File: src/rtl/addsub_pkg.sv
// Shared types and helpers for the add/sub arbiter.
// State encoding, datapath width, overflow rule.
package addsub_pkg;

  localparam int DATA_W = 32;

  typedef enum logic [1:0] {
    IDLE,
    EXEC,
    RESP
  } state_t;

  // Signed overflow: add needs like-signed operands, sub unlike-signed.
  function automatic logic signed_ovf(
    input logic a_msb,
    input logic b_msb,
    input logic s_msb,
    input logic sub
  );
    return ((a_msb ^ b_msb) == sub) && (s_msb != a_msb);
  endfunction

endpackage

File: src/rtl/addsub_arbiter_adder.sv
// 32-bit ripple-carry adder/subtractor.
// sel inverts B and supplies the carry-in (A + ~B + 1).
module AdderSubtractor32x32
  import addsub_pkg::*;
(
  input  logic [DATA_W-1:0] a,
  input  logic [DATA_W-1:0] b,
  input  logic              sel,
  output logic [DATA_W-1:0] s
);

  // Bit-serial carry ripple from LSB to MSB.
  always_comb begin : ripple
    logic c;
    logic bi;
    s = '0;
    c = sel;
    for (int i = 0; i < DATA_W; i++) begin
      bi   = b[i] ^ sel;
      s[i] = a[i] ^ bi ^ c;
      c    = (a[i] & bi) | (c & (a[i] ^ bi));
    end
  end

endmodule

File: src/rtl/addsub_arbiter.sv
// Round-robin arbiter sharing one ripple add/sub unit.
// One op in flight: accept, settle a full cycle, respond.
module addsub_arbiter
  import addsub_pkg::*;
#(
  parameter  int N_REQ = 4,
  localparam int ID_W  = $clog2(N_REQ)
) (
  input  logic                    clk,
  input  logic                    rst_n,
  input  logic [N_REQ-1:0]        req_valid,
  output logic [N_REQ-1:0]        req_ready,
  input  logic [N_REQ*DATA_W-1:0] req_a,
  input  logic [N_REQ*DATA_W-1:0] req_b,
  input  logic [N_REQ-1:0]        req_sub,
  output logic                    rsp_valid,
  input  logic                    rsp_ready,
  output logic [ID_W-1:0]         rsp_id,
  output logic [DATA_W-1:0]       rsp_data,
  output logic                    rsp_ovf,
  output logic                    busy
);

  state_t              state_q, state_d;
  logic [ID_W-1:0]     ptr_q, ptr_d;
  logic [DATA_W-1:0]   a_q, a_d;
  logic [DATA_W-1:0]   b_q, b_d;
  logic                sub_q, sub_d;
  logic [ID_W-1:0]     id_q, id_d;
  logic [DATA_W-1:0]   data_q, data_d;
  logic                ovf_q, ovf_d;
  logic [ID_W-1:0]     rid_q, rid_d;
  logic                rv_q, busy_q;
  logic [ID_W-1:0]     grant;
  logic                hs;
  logic [DATA_W-1:0]   sum;
  logic [DATA_W-1:0]   a_sel, b_sel;
  logic                sub_sel;

  // First set bit scanning from p upward with wrap.
  function automatic logic [ID_W-1:0] rr_pick(
    input logic [N_REQ-1:0] v,
    input logic [ID_W-1:0]  p
  );
    logic [ID_W-1:0] ix;
    logic [ID_W-1:0] pick;
    pick = '0;
    for (int k = N_REQ - 1; k >= 0; k--) begin
      ix = ID_W'((int'(p) + k) % N_REQ);
      if (v[ix]) pick = ix;
    end
    return pick;
  endfunction

  AdderSubtractor32x32 u_addsub (
    .a   (a_q),
    .b   (b_q),
    .sel (sub_q),
    .s   (sum)
  );

  // Winner select and operand mux for the granted requester.
  always_comb begin
    grant   = rr_pick(req_valid, ptr_q);
    hs      = (state_q == IDLE) && (|req_valid);
    a_sel   = '0;
    b_sel   = '0;
    sub_sel = 1'b0;
    for (int i = 0; i < N_REQ; i++) begin
      if (grant == ID_W'(i)) begin
        a_sel   = req_a[i*DATA_W +: DATA_W];
        b_sel   = req_b[i*DATA_W +: DATA_W];
        sub_sel = req_sub[i];
      end
    end
  end

  // One-hot accept to the winner, only while idle and out of reset.
  always_comb begin
    req_ready = '0;
    if (hs && rst_n) req_ready[grant] = 1'b1;
  end

  // Next-state and datapath register loads.
  always_comb begin
    state_d = state_q;
    ptr_d   = ptr_q;
    a_d     = a_q;
    b_d     = b_q;
    sub_d   = sub_q;
    id_d    = id_q;
    data_d  = data_q;
    ovf_d   = ovf_q;
    rid_d   = rid_q;
    unique case (state_q)
      IDLE: begin
        if (hs) begin
          a_d     = a_sel;
          b_d     = b_sel;
          sub_d   = sub_sel;
          id_d    = grant;
          ptr_d   = ID_W'((int'(grant) + 1) % N_REQ);
          state_d = EXEC;
        end
      end
      EXEC: begin
        data_d  = sum;
        ovf_d   = signed_ovf(a_q[DATA_W-1], b_q[DATA_W-1],
                             sum[DATA_W-1], sub_q);
        rid_d   = id_q;
        state_d = RESP;
      end
      RESP: begin
        if (rsp_ready) state_d = IDLE;
      end
      default: state_d = IDLE;
    endcase
  end

  // State, pointer, operand and response registers.
  always_ff @(posedge clk or negedge rst_n) begin
    if (!rst_n) begin
      state_q <= IDLE;
      ptr_q   <= '0;
      a_q     <= '0;
      b_q     <= '0;
      sub_q   <= 1'b0;
      id_q    <= '0;
      data_q  <= '0;
      ovf_q   <= 1'b0;
      rid_q   <= '0;
      rv_q    <= 1'b0;
      busy_q  <= 1'b0;
    end else begin
      state_q <= state_d;
      ptr_q   <= ptr_d;
      a_q     <= a_d;
      b_q     <= b_d;
      sub_q   <= sub_d;
      id_q    <= id_d;
      data_q  <= data_d;
      ovf_q   <= ovf_d;
      rid_q   <= rid_d;
      rv_q    <= (state_d == RESP);
      busy_q  <= (state_d != IDLE);
    end
  end

  assign rsp_valid = rv_q;
  assign rsp_id    = rid_q;
  assign rsp_data  = data_q;
  assign rsp_ovf   = ovf_q;
  assign busy      = busy_q;

endmodule

File: config.mk
export PLATFORM = sky130hd
export DESIGN_NAME = addsub_arbiter
export DESIGN_NICKNAME = d
export VERILOG_FILES = /design/src/rtl/addsub_pkg.sv /design/src/rtl/addsub_arbiter_adder.sv /design/src/rtl/addsub_arbiter.sv
export SDC_FILE = /design/constraint.sdc
export NUM_CORES = 1
export LEC_CHECK = 0
export CORE_MARGIN = 3
export CORE_UTILIZATION = 40
export DETAILED_ROUTE_END_ITERATION = 16
export PLACE_DENSITY = 0.86
export SLEW_MARGIN = 15
export SYNTH_ARGS = -nofsm -noshare
export SYNTH_HDL_FRONTEND = slang
export SYNTH_SLANG_ARGS = --single-unit
File: constraint.sdc
create_clock -name clk -period 13.8 [get_ports clk]
set_input_delay 1.38 -clock clk [delete_from_list [all_inputs] [get_ports clk]]
set_output_delay 1.38 -clock clk [all_outputs]
set_load 0.005 [all_outputs]
# Word-level counts from Yosys, hierarchy flattened
# Index checks and enable logic that the tools add are counted.
# totals
elab_cells	258
out_inout_bits	41
regBits	108
input_bits	267
# classes
mux	30
eq_ne	8
reduce_logical	9
add_sub_neg	4
n_bitwise	190
order_cmp	6
# ops
op	count
$mux 32	8
$xor 1x1->1	97
$and 1x1->1	62
$or 1x1->1	31
$lt 2x3->1 const B	5
$mux 2	6
$mux 1	9
$bmux 1 s2	4
$eq 2x2->1 const B	4
$pmux 2 s3	1
$add 2x1->2 const B	2
$add 2x2->2 const B	2
$eq 2x1->1 const B	2
$logic_and 1x1->1	4
$logic_not 2->1	2
$mux 4	1
$reduce_or 4->1	1
$demux 1 s2	1
$ge 2x1->1 const B	1
$reduce_and 2->1	1
$reduce_bool 2->1	1
$eq 1x1->1	1
$ne 1x1->1	1

# Depth between registers and ports, before layout
# logic_depth
depth_word	67
ltp_mapped	38
depth_no_buf	36

# Hierarchy
# A second synthesis with hierarchy kept.
# hier_totals
cells_unflattened	846
area_unflattened_um2	7684.9
# by_module_without_submodules
mod	area_each_um2	instances	seq_area_each_um2	cells_each
addsub_arbiter	6485.0	1	2702.6	718
AdderSubtractor32x32	1199.9	1	0.0	128

# Worst setup path after synthesis
# No wires, ideal clock.
# synth_path
kind	reg-to-reg
start	reg sub_q
end	reg ovf_q (netlist: rsp_ovf)
setup_time_ps	124
n_path_buf	2
synth_period_minus_slack_ps	13282
setup_slack_ps	518
stages_incl_launch_ff	38
arrival_time_ps	13159
required_ps	13676
cell_sequence	dfrtp_1 -> clkbuf_1 -> buf_1 -> xnor2_1 -> fa_1 -> fa_1 -> fa_1 -> fa_1 -> fa_1 -> fa_1 -> fa_1 -> fa_1 -> fa_1 -> fa_1 -> fa_1 -> fa_1 -> fa_1 -> fa_1 -> (+2 left out) -> fa_1 -> fa_1 -> fa_1 -> fa_1 -> fa_1 -> fa_1 -> fa_1 -> fa_1 -> fa_1 -> fa_1 -> fa_1 -> fa_1 -> inv_1 -> fa_1 -> inv_1 -> fa_1 -> and3_1 -> o31a_1
# synth_between
elab_chain_cells	67
word_cells_on_any_way	161
cone_classes	2 x eq/ne; 158 x bitwise; 1 x reduce/logical
# synth_rtl
item	line	rtl
from (decl)	addsub_arbiter.sv:28	logic sub_q, sub_d;
from (signal assigned)	addsub_arbiter.sv:139	sub_q <= sub_d;
$xor 1x1->1	addsub_arbiter_adder.sv:19	bi = b[i] ^ sel;
$xor 1x1->1	addsub_arbiter_adder.sv:21	c = (a[i] & bi) | (c & (a[i] ^ bi));
$and 1x1->1	addsub_arbiter_adder.sv:21	
$or 1x1->1	addsub_arbiter_adder.sv:21	
$and 1x1->1	addsub_arbiter_adder.sv:21	
$or 1x1->1	addsub_arbiter_adder.sv:21	
$and 1x1->1	addsub_arbiter_adder.sv:21	
$or 1x1->1	addsub_arbiter_adder.sv:21	
(+51 left out)	n/a	
$or 1x1->1	addsub_arbiter_adder.sv:21	
$and 1x1->1	addsub_arbiter_adder.sv:21	
$or 1x1->1	addsub_arbiter_adder.sv:21	
$and 1x1->1	addsub_arbiter_adder.sv:21	
$or 1x1->1	addsub_arbiter_adder.sv:21	
$xor 1x1->1	addsub_arbiter_adder.sv:20	s[i] = a[i] ^ bi ^ c;
$ne 1x1->1	addsub_pkg.sv:20	return ((a_msb ^ b_msb) == sub) && (s_msb != a_msb);
$logic_and 1x1->1 (*)	addsub_pkg.sv:20	
to (signal assigned)	addsub_arbiter.sv:142	ovf_q <= ovf_d;
to (decl)	addsub_arbiter.sv:31	logic ovf_q, ovf_d;
# Every way passes the cells marked *; elsewhere a longest branch is shown, timed or not.
# A chain may end at the register's enable or synchronous reset.

# Worst setup path in the final report
# Same ends and word-level chain as after synthesis.

==> key figures <==
GRT
  – Vias in the first global route: 7190
  – First-pass GRT wire length: 37200 µm
  – GR Layer Usage met3: 5.16%
  – GRT Max-Usage Layer: met2
  – Grt ovf: 0
  – All-Layer GR Usage: 23.4%
  – Met1 Use GR: 29.1%
  – Met2 usage in global routing: 40.5%
  – Initial antenna violation count: 0
  – Largest net degree at the start of global routing: 96

STA
  – Slew Limit Headroom: 45.0%
  – Final Hold Viols: 0
  – Clock skew: 10.1 ps
  – Final period util: 96.3%
  – Peak Freq: 75.3 MHz
  – Hold_ws: 481 ps
  – Final Critical Period: 13290 ps
  – Slew Viols, Final: 0
  – RSZ-0062 raised after global routing: false
  – Worst Max-Slew Pin Slew: 825 ps
  – Setup TNS Final: 0 ps
  – Setup violators final: 0

Floorplan
  – # rows: 49
  – Die span in y: 142 µm
  – Die ar.: 0.0201 mm²
  – Placeable Area: 0.0180 mm²
  – I/O pin count: 308
  – Die W: 142 µm
  – Effective utilization at floorplan: 41.0%

Layout
  – Area Overhead vs Synth: 46.5%
  – Fin nets: 1401
  – Share of layout cells above drive strength 1: 3.53%
  – Antenna cells: 0

Placement
  – GPL Wtd Cong: 0.821
  – Post-DP HPWL: 18100 µm
  – # port buffers: 307

Route
  – First-pass DRT Iterations: 5
  – Vias: 7315
  – ANT nets after route: 0
  – Vias per cell: 5.48
  – Final wirelength: 24400 µm
  – Routed len/inst: 18.3 µm
  – DRC violations left: 0
  – Initial drt markers: 453

Min path
  – Hold Crit Start: rsp_data[2]$_DFFE_PN0P_
  – Hold Path Class: flop to flop
  – WHS Endpoint: rsp_data[2]$_DFFE_PN0P_
  – Hold Path Cell Cnt: 2

Worst setup path
  – Slowest-stage cell, CP: dfrtp_2
  – Top cell by count, worst path: fa_1
  – Critical path startpoint category: flop
  – Flop-to-flop setup slack: 510 ps
  – Crit path max fanout: 6
  – Worst Path Required: 14050 ps
  – R2r startpoint: sub_q$_DFFE_PN0P_
  – CP Capture Type: flop
  – Reg2reg end: rsp_ovf$_DFFE_PN0P_
  – Critical path type: flop to flop
  – Largest stage delay, worst path: 450 ps
  – Critical Path AT: 13540 ps
  – R2R depth: 35

Synth
  – Avg Inst Size Synth: 8.63 µm²
  – Post-Synthesis Cell Area: 0.00739 mm²
  – Syn Inst Count: 856
  – Yosys reg bits: 108
  – Netlist cell types: 35
  – Synth Net Count: 1157
  – YS warnings: 0
  – Seq/Total Area, Yosys: 36.6%

Run
  – Max-Cap Viols: 0

Clock network
  – Post-CTS setup buffers: 0
  – CTS sink cnt: 108
  – # H-tree levels: 3
  – CTS max path bufs: 2
  – Clock Latency Late Sink: 360 ps
  – Cts bufs inserted: 9
  – Hold Buf Count CTS: 0
  – CTS root buf: clkbuf_16
  – Worst-path clk slew: 70 ps
  – CTS tree: done
  – # resized after CTS: 0

Power
  – Power Internal: 1.34 mW
  – Comb pwr share: 63.0%
  – Leak: 4.40 nW
  – Seq pwr share: 25.4%
  – P per Cell Area: 219 mW/mm²
  – Clock Power Share: 11.5%
  – Switching power total: 1.03 mW
  – VDD IR max: 0.157 mV
  – Sw Ratio: 43.5%

Run status
  – Status: complete, no violations
## kinds of logic after synthesis
| group | count (synthesis) | synth area share [%] |
|---|---|---|
| simple gates | 184 | 13.2 |
| fa+ha+maj | 34 | 8.81 |
| xor+xnor | 34 | 4.03 |
| flops | 108 | 36.6 |
| buf+inv | 186 | 10.2 |
| mux | 4 | 0.576 |
| compound gates | 306 | 26.6 |
## sequential cells by signal, indices dropped and copies added (netlist names)
signal,cells
a_q,32
b_q,32
busy,1
id_q,2
ptr_q,2
rsp_data,32
rsp_id,2
rsp_ovf,1
rsp_valid,1
state_q,2
sub_q,1
## critical path, delay by kind of cell (launching register included)
family | cells | cell delay (ps)
fa+ha+maj | 30 | 11980
simple gates | 1 | 190
compound gates | 1 | 260
xor+xnor | 1 | 160
flops | 1 | 450
buf+inv | 2 | 130
## routing by layer
metal	part of all wire [%]	vias to the layer above	wire length, µm
li1	-	3486	-
met1	40	3537	9850
met2	50	258	12200
met3	7.2	34	1750
met4	2.5	0	612
met5	0	-	0
## power groups by stage
stage	Sequential, mW	Clock (mW)	Combinational [mW]
2_1_floorplan	0.578	0	1.03
3_5_place_dp	0.609	0	1.50
5_1_grt	0.621	0.291	1.67
6_report	0.601	0.273	1.49
4_1_cts	0.604	0.279	1.50
3_3_place_gp	0.601	0	1.44
## synth_stat cells (all sizes together)
cell	count	area share (%)
a21oi	133	9.0
dfrtp	108	37
inv	100	5.1
nand2	99	5.0
a31oi	66	5.6
clkbuf	66	3.4
a221o	65	8.8
nand3b	65	6.6
o21ai	35	2.4
xnor2	32	3.8
fa	30	8.1
buf	20	1.7
and3	6	0.51
ha	4	0.68
nand2b	4	0.34
nand3	3	0.20
and2	2	0.20
mux2	2	0.30
mux2i	2	0.27
nor2	2	0.10
xor2	2	0.24
a211o	1	0.12
a21boi	1	0.10
a21o	1	0.10
a31o	1	0.12
a32oi	1	0.12
a41o	1	0.14
nor3	1	0.068
o31a	1	0.12
or2	1	0.085
or4	1	0.10
## placed cells by master (no fill, tap or decap), drive strengths merged
cell / Yosys / final
a21boi: 1 / 1
or4: 1 / 1
a221o: 65 / 65
nor2: 2 / 2
nand2b: 4 / 4
nand2: 99 / 99
a21o: 1 / 1
a32oi: 1 / 1
o21ai: 35 / 35
a31o: 1 / 1
dfrtp: 108 / 108
clkinv: 0 / 1
buf: 20 / 13
nor3: 1 / 1
o31a: 1 / 1
a21oi: 133 / 133
xor2: 2 / 2
bufinv: 0 / 1
nand3b: 65 / 65
mux2i: 2 / 2
clkdlybuf4s50: 0 / 306
xnor2: 32 / 32
and3: 6 / 6
fa: 30 / 30
a211o: 1 / 1
clkbuf: 66 / 11
nand3: 3 / 3
and2: 2 / 2
a41o: 1 / 1
a31oi: 66 / 66
ha: 4 / 4
or2: 1 / 1
mux2: 2 / 2
inv: 100 / 103
## final cells by class
cell class,count,area (µm²)
clock inverter,5,67.6
sequential,108,2700
multi-input combinational,562,3990
tap,229,287
fill,1563,7200
inverter,100,375
clock buffer,11,243
timing repair buffer,319,3160
## through the flow
step / power, mW / utilization (%) / instance area (µm²) / setup slack (ps) / instances
after floorplan: 1.61 / - / 7390 / 518 / 856
after global placement: 2.04 / 58.2 / 10500 / 582 / 1315
after detailed placement: 2.10 / 58.2 / 10500 / 456 / 1315
after CTS: 2.38 / 59.9 / 10800 / 432 / 1331
after global routing: 2.58 / 60.0 / 10800 / 29.8 / 1334
final: 2.37 / 60.0 / 10800 / 512 / 1334
## worst max-delay path by stage
stage	start	to	slack (ps)	depth (start not counted)
after floorplan	sub_q$_DFFE_PN0P_	rsp_ovf$_DFFE_PN0P_	520	37
after global placement	sub_q$_DFFE_PN0P_	rsp_ovf$_DFFE_PN0P_	580	35
after detailed placement	sub_q$_DFFE_PN0P_	rsp_ovf$_DFFE_PN0P_	460	35
after CTS	sub_q$_DFFE_PN0P_	rsp_ovf$_DFFE_PN0P_	430	35
after global routing	sub_q$_DFFE_PN0P_	rsp_data[31]$_DFFE_PN0P_	30	36
final	sub_q$_DFFE_PN0P_	rsp_ovf$_DFFE_PN0P_	510	35
No activity file was read; power rests on OpenSTA's default activity.
==> RTL edit, RTL diff (same flow settings) <==
Register the output `rsp_ovf` once more; this adds one clock of latency there. The other outputs are not delayed to match.
--- a/src/rtl/addsub_arbiter.sv
+++ b/src/rtl/addsub_arbiter.sv
@@ -149,7 +149,9 @@
   assign rsp_valid = rv_q;
   assign rsp_id    = rid_q;
   assign rsp_data  = data_q;
-  assign rsp_ovf   = ovf_q;
+  always_ff @(posedge clk) begin
+    rsp_ovf <= ovf_q;
+  end
   assign busy      = busy_q;
 
 endmodule
Formal check against the unedited RTL: not equivalent (a bounded check fails within 4 cycles, from zero or initial values and one cycle with rst_n low).
==> RTL edit against the unedited design <==
Non-clock buffer count fell by 3; sequential cell count rose by 1; cell area shrank 0.17%; worst setup slack worse by 2.8 ps; power grew 0.64%; via count is 0.37% lower; area after synthesis rose by 0.22%; wire length up 1.5%; largest cell class unchanged.
==> RTL edit: results (changes against the unedited design) <==
* Status: complete, no violations (unchanged)
* Global Route Usage Sum at 23.5% (was 23.4%)
* Syn_area_per_cell at 8.67 sq um (was 8.63 sq um)
* Final Skew at 8.03 ps (was 10.1 ps)
* Slowest cell delay on critical path at 500 ps (was 450 ps)
* DRT Pass-1 Iters at 6 (was 5)
* Hold-fix buffers, CTS at 0 (unchanged)
* Global-route wire length before repair at 37600 um (was 37200 um)
* Met2 Track Usage GR at 37.8% (was 40.5%)
* Final RePlAce weighted congestion at 0.918 (was 0.821)
* Post-DP Area at 10500 sq um (about the same)
* Via count of the first global-routing pass at 6993 (was 7190)
* Register area share after synthesis at 36.8% (was 36.6%)
* Layout Cells excl Fill at 1331 (was 1334)
* Fraction of layout cells with a size suffix above 1 at 3.27% (was 3.53%)
* Wire length on met1 at 10700 um (was 9850 um)
* Worst vdd ir at 0.133 mV (was 0.157 mV)
* Slew @ Worst Pin at 870 ps (was 825 ps)
* Reg2reg end: ovf_q$_DFFE_PN0P_ (was rsp_ovf$_DFFE_PN0P_)
* Worst-path clk slew at 70 ps (about the same)
* Clock buffer depth at 2 (unchanged)
* Yosys warning count at 0 (unchanged)
* Period minus WS final at 13290 ps (about the same)
* Post-place setup slack at 548 ps (was 456 ps)
* CP Class: reg -> reg (unchanged)
* Tot Pwr at 2.38 mW (was 2.37 mW)
* Synth async-reset ratio at 99.1% (was 100%)
* Internal reg-to-reg setup slack at between 500 and 600 ps
* Post-DP HPWL at 18500 um (was 18100 um)
* Met3 routed WL at 1610 um (was 1750 um)
* Syn nets at 1155 (was 1157)
* Initial antenna violation count at 1 (was 0)
* Post-CTS Setup Bufs at 0 (unchanged)
* Pin count of the biggest net entering global routing at 132 (was 96)
* DR vias/cell at 5.48 (about the same)
* Layout Nets at 1397 (was 1401)
* Most common library cells after synthesis: 132 x a21oi_1, 108 x dfrtp_1, 99 x inv_1 (was 133 x a21oi_1, 108 x dfrtp_1, 100 x inv_1)
* Iter 0 DRT Violations at 499 (was 453)
* Critical Path Start: sub_q$_DFFE_PN0P_ (unchanged)
* Synth area leaders: dfrtp_1 36%, a21oi_1 8.9%, a221o_1 8.8% (was dfrtp_1 37%, a21oi_1 9.0%, a221o_1 8.8%)
* GR Util met3 at 4.97% (was 5.16%)
* Power Clock at 0.247 mW (was 0.273 mW)
* WL met2 at 11900 um (was 12200 um)
* Wire per inst at 18.6 um (was 18.3 um)
* Synth unique cells at 36 (was 35)
* LEAKAGE at 4.37 nW (was 4.40 nW)
* Sw Pwr at 1.05 mW (was 1.03 mW)
* Critical Path AT at 13530 ps (was 13540 ps)
* Crit-path max FO at 9 (was 6)
* GR Util met1 at 32.2% (was 29.1%)
RTL edit: cell count changes after synthesis:
cell / unedited run / this run
nand2_1: 99 / 98
a21oi_1: 133 / 132
buf_2: 7 / 6
a21boi_0: 1 / 2
o21ai_0: 34 / 33
mux2_2: 2 / 3
dfxtp_1: 0 / 1
inv_1: 100 / 99
RTL edit: final cells by class:
type / count / area, sq um
fillers: 1553 / 7280
multi-input cells: 561 / 3990
inverters: 99 / 372
clock buffers: 11 / 233
repair buffers: 316 / 3150
flip-flops and latches: 109 / 2720
clock inverters: 5 / 45.0
diodes: 1 / 2.50
well taps: 229 / 287
RTL edit: worst min path at each step:
stage | cells past startpoint | from | slack [ps] | to
global placement | 0 | ovf_q$_DFFE_PN0P_ | 350 | rsp_ovf$_DFF_P_
CTS | 0 | ovf_q$_DFFE_PN0P_ | 370 | rsp_ovf$_DFF_P_
floorplan | 0 | ovf_q$_DFFE_PN0P_ | 340 | rsp_ovf$_DFF_P_
finish | 0 | ovf_q$_DFFE_PN0P_ | 370 | rsp_ovf$_DFF_P_
detailed placement | 0 | ovf_q$_DFFE_PN0P_ | 350 | rsp_ovf$_DFF_P_
global route | 0 | ovf_q$_DFFE_PN0P_ | 380 | rsp_ovf$_DFF_P_
RTL edit: cells by family after synthesis:
| group | Yosys count | share of synthesized area (%) |
|---|---|---|
| XOR/XNOR | 34 | 4.02 |
| buffers and inverters | 184 | 10.0 |
| AND/OR/NAND/NOR | 183 | 13.2 |
| AO/OA/AOI/OAI | 305 | 26.5 |
| adder cells (fa/ha/maj) | 34 | 8.79 |
| multiplexers | 5 | 0.727 |
| flip-flops | 109 | 36.8 |
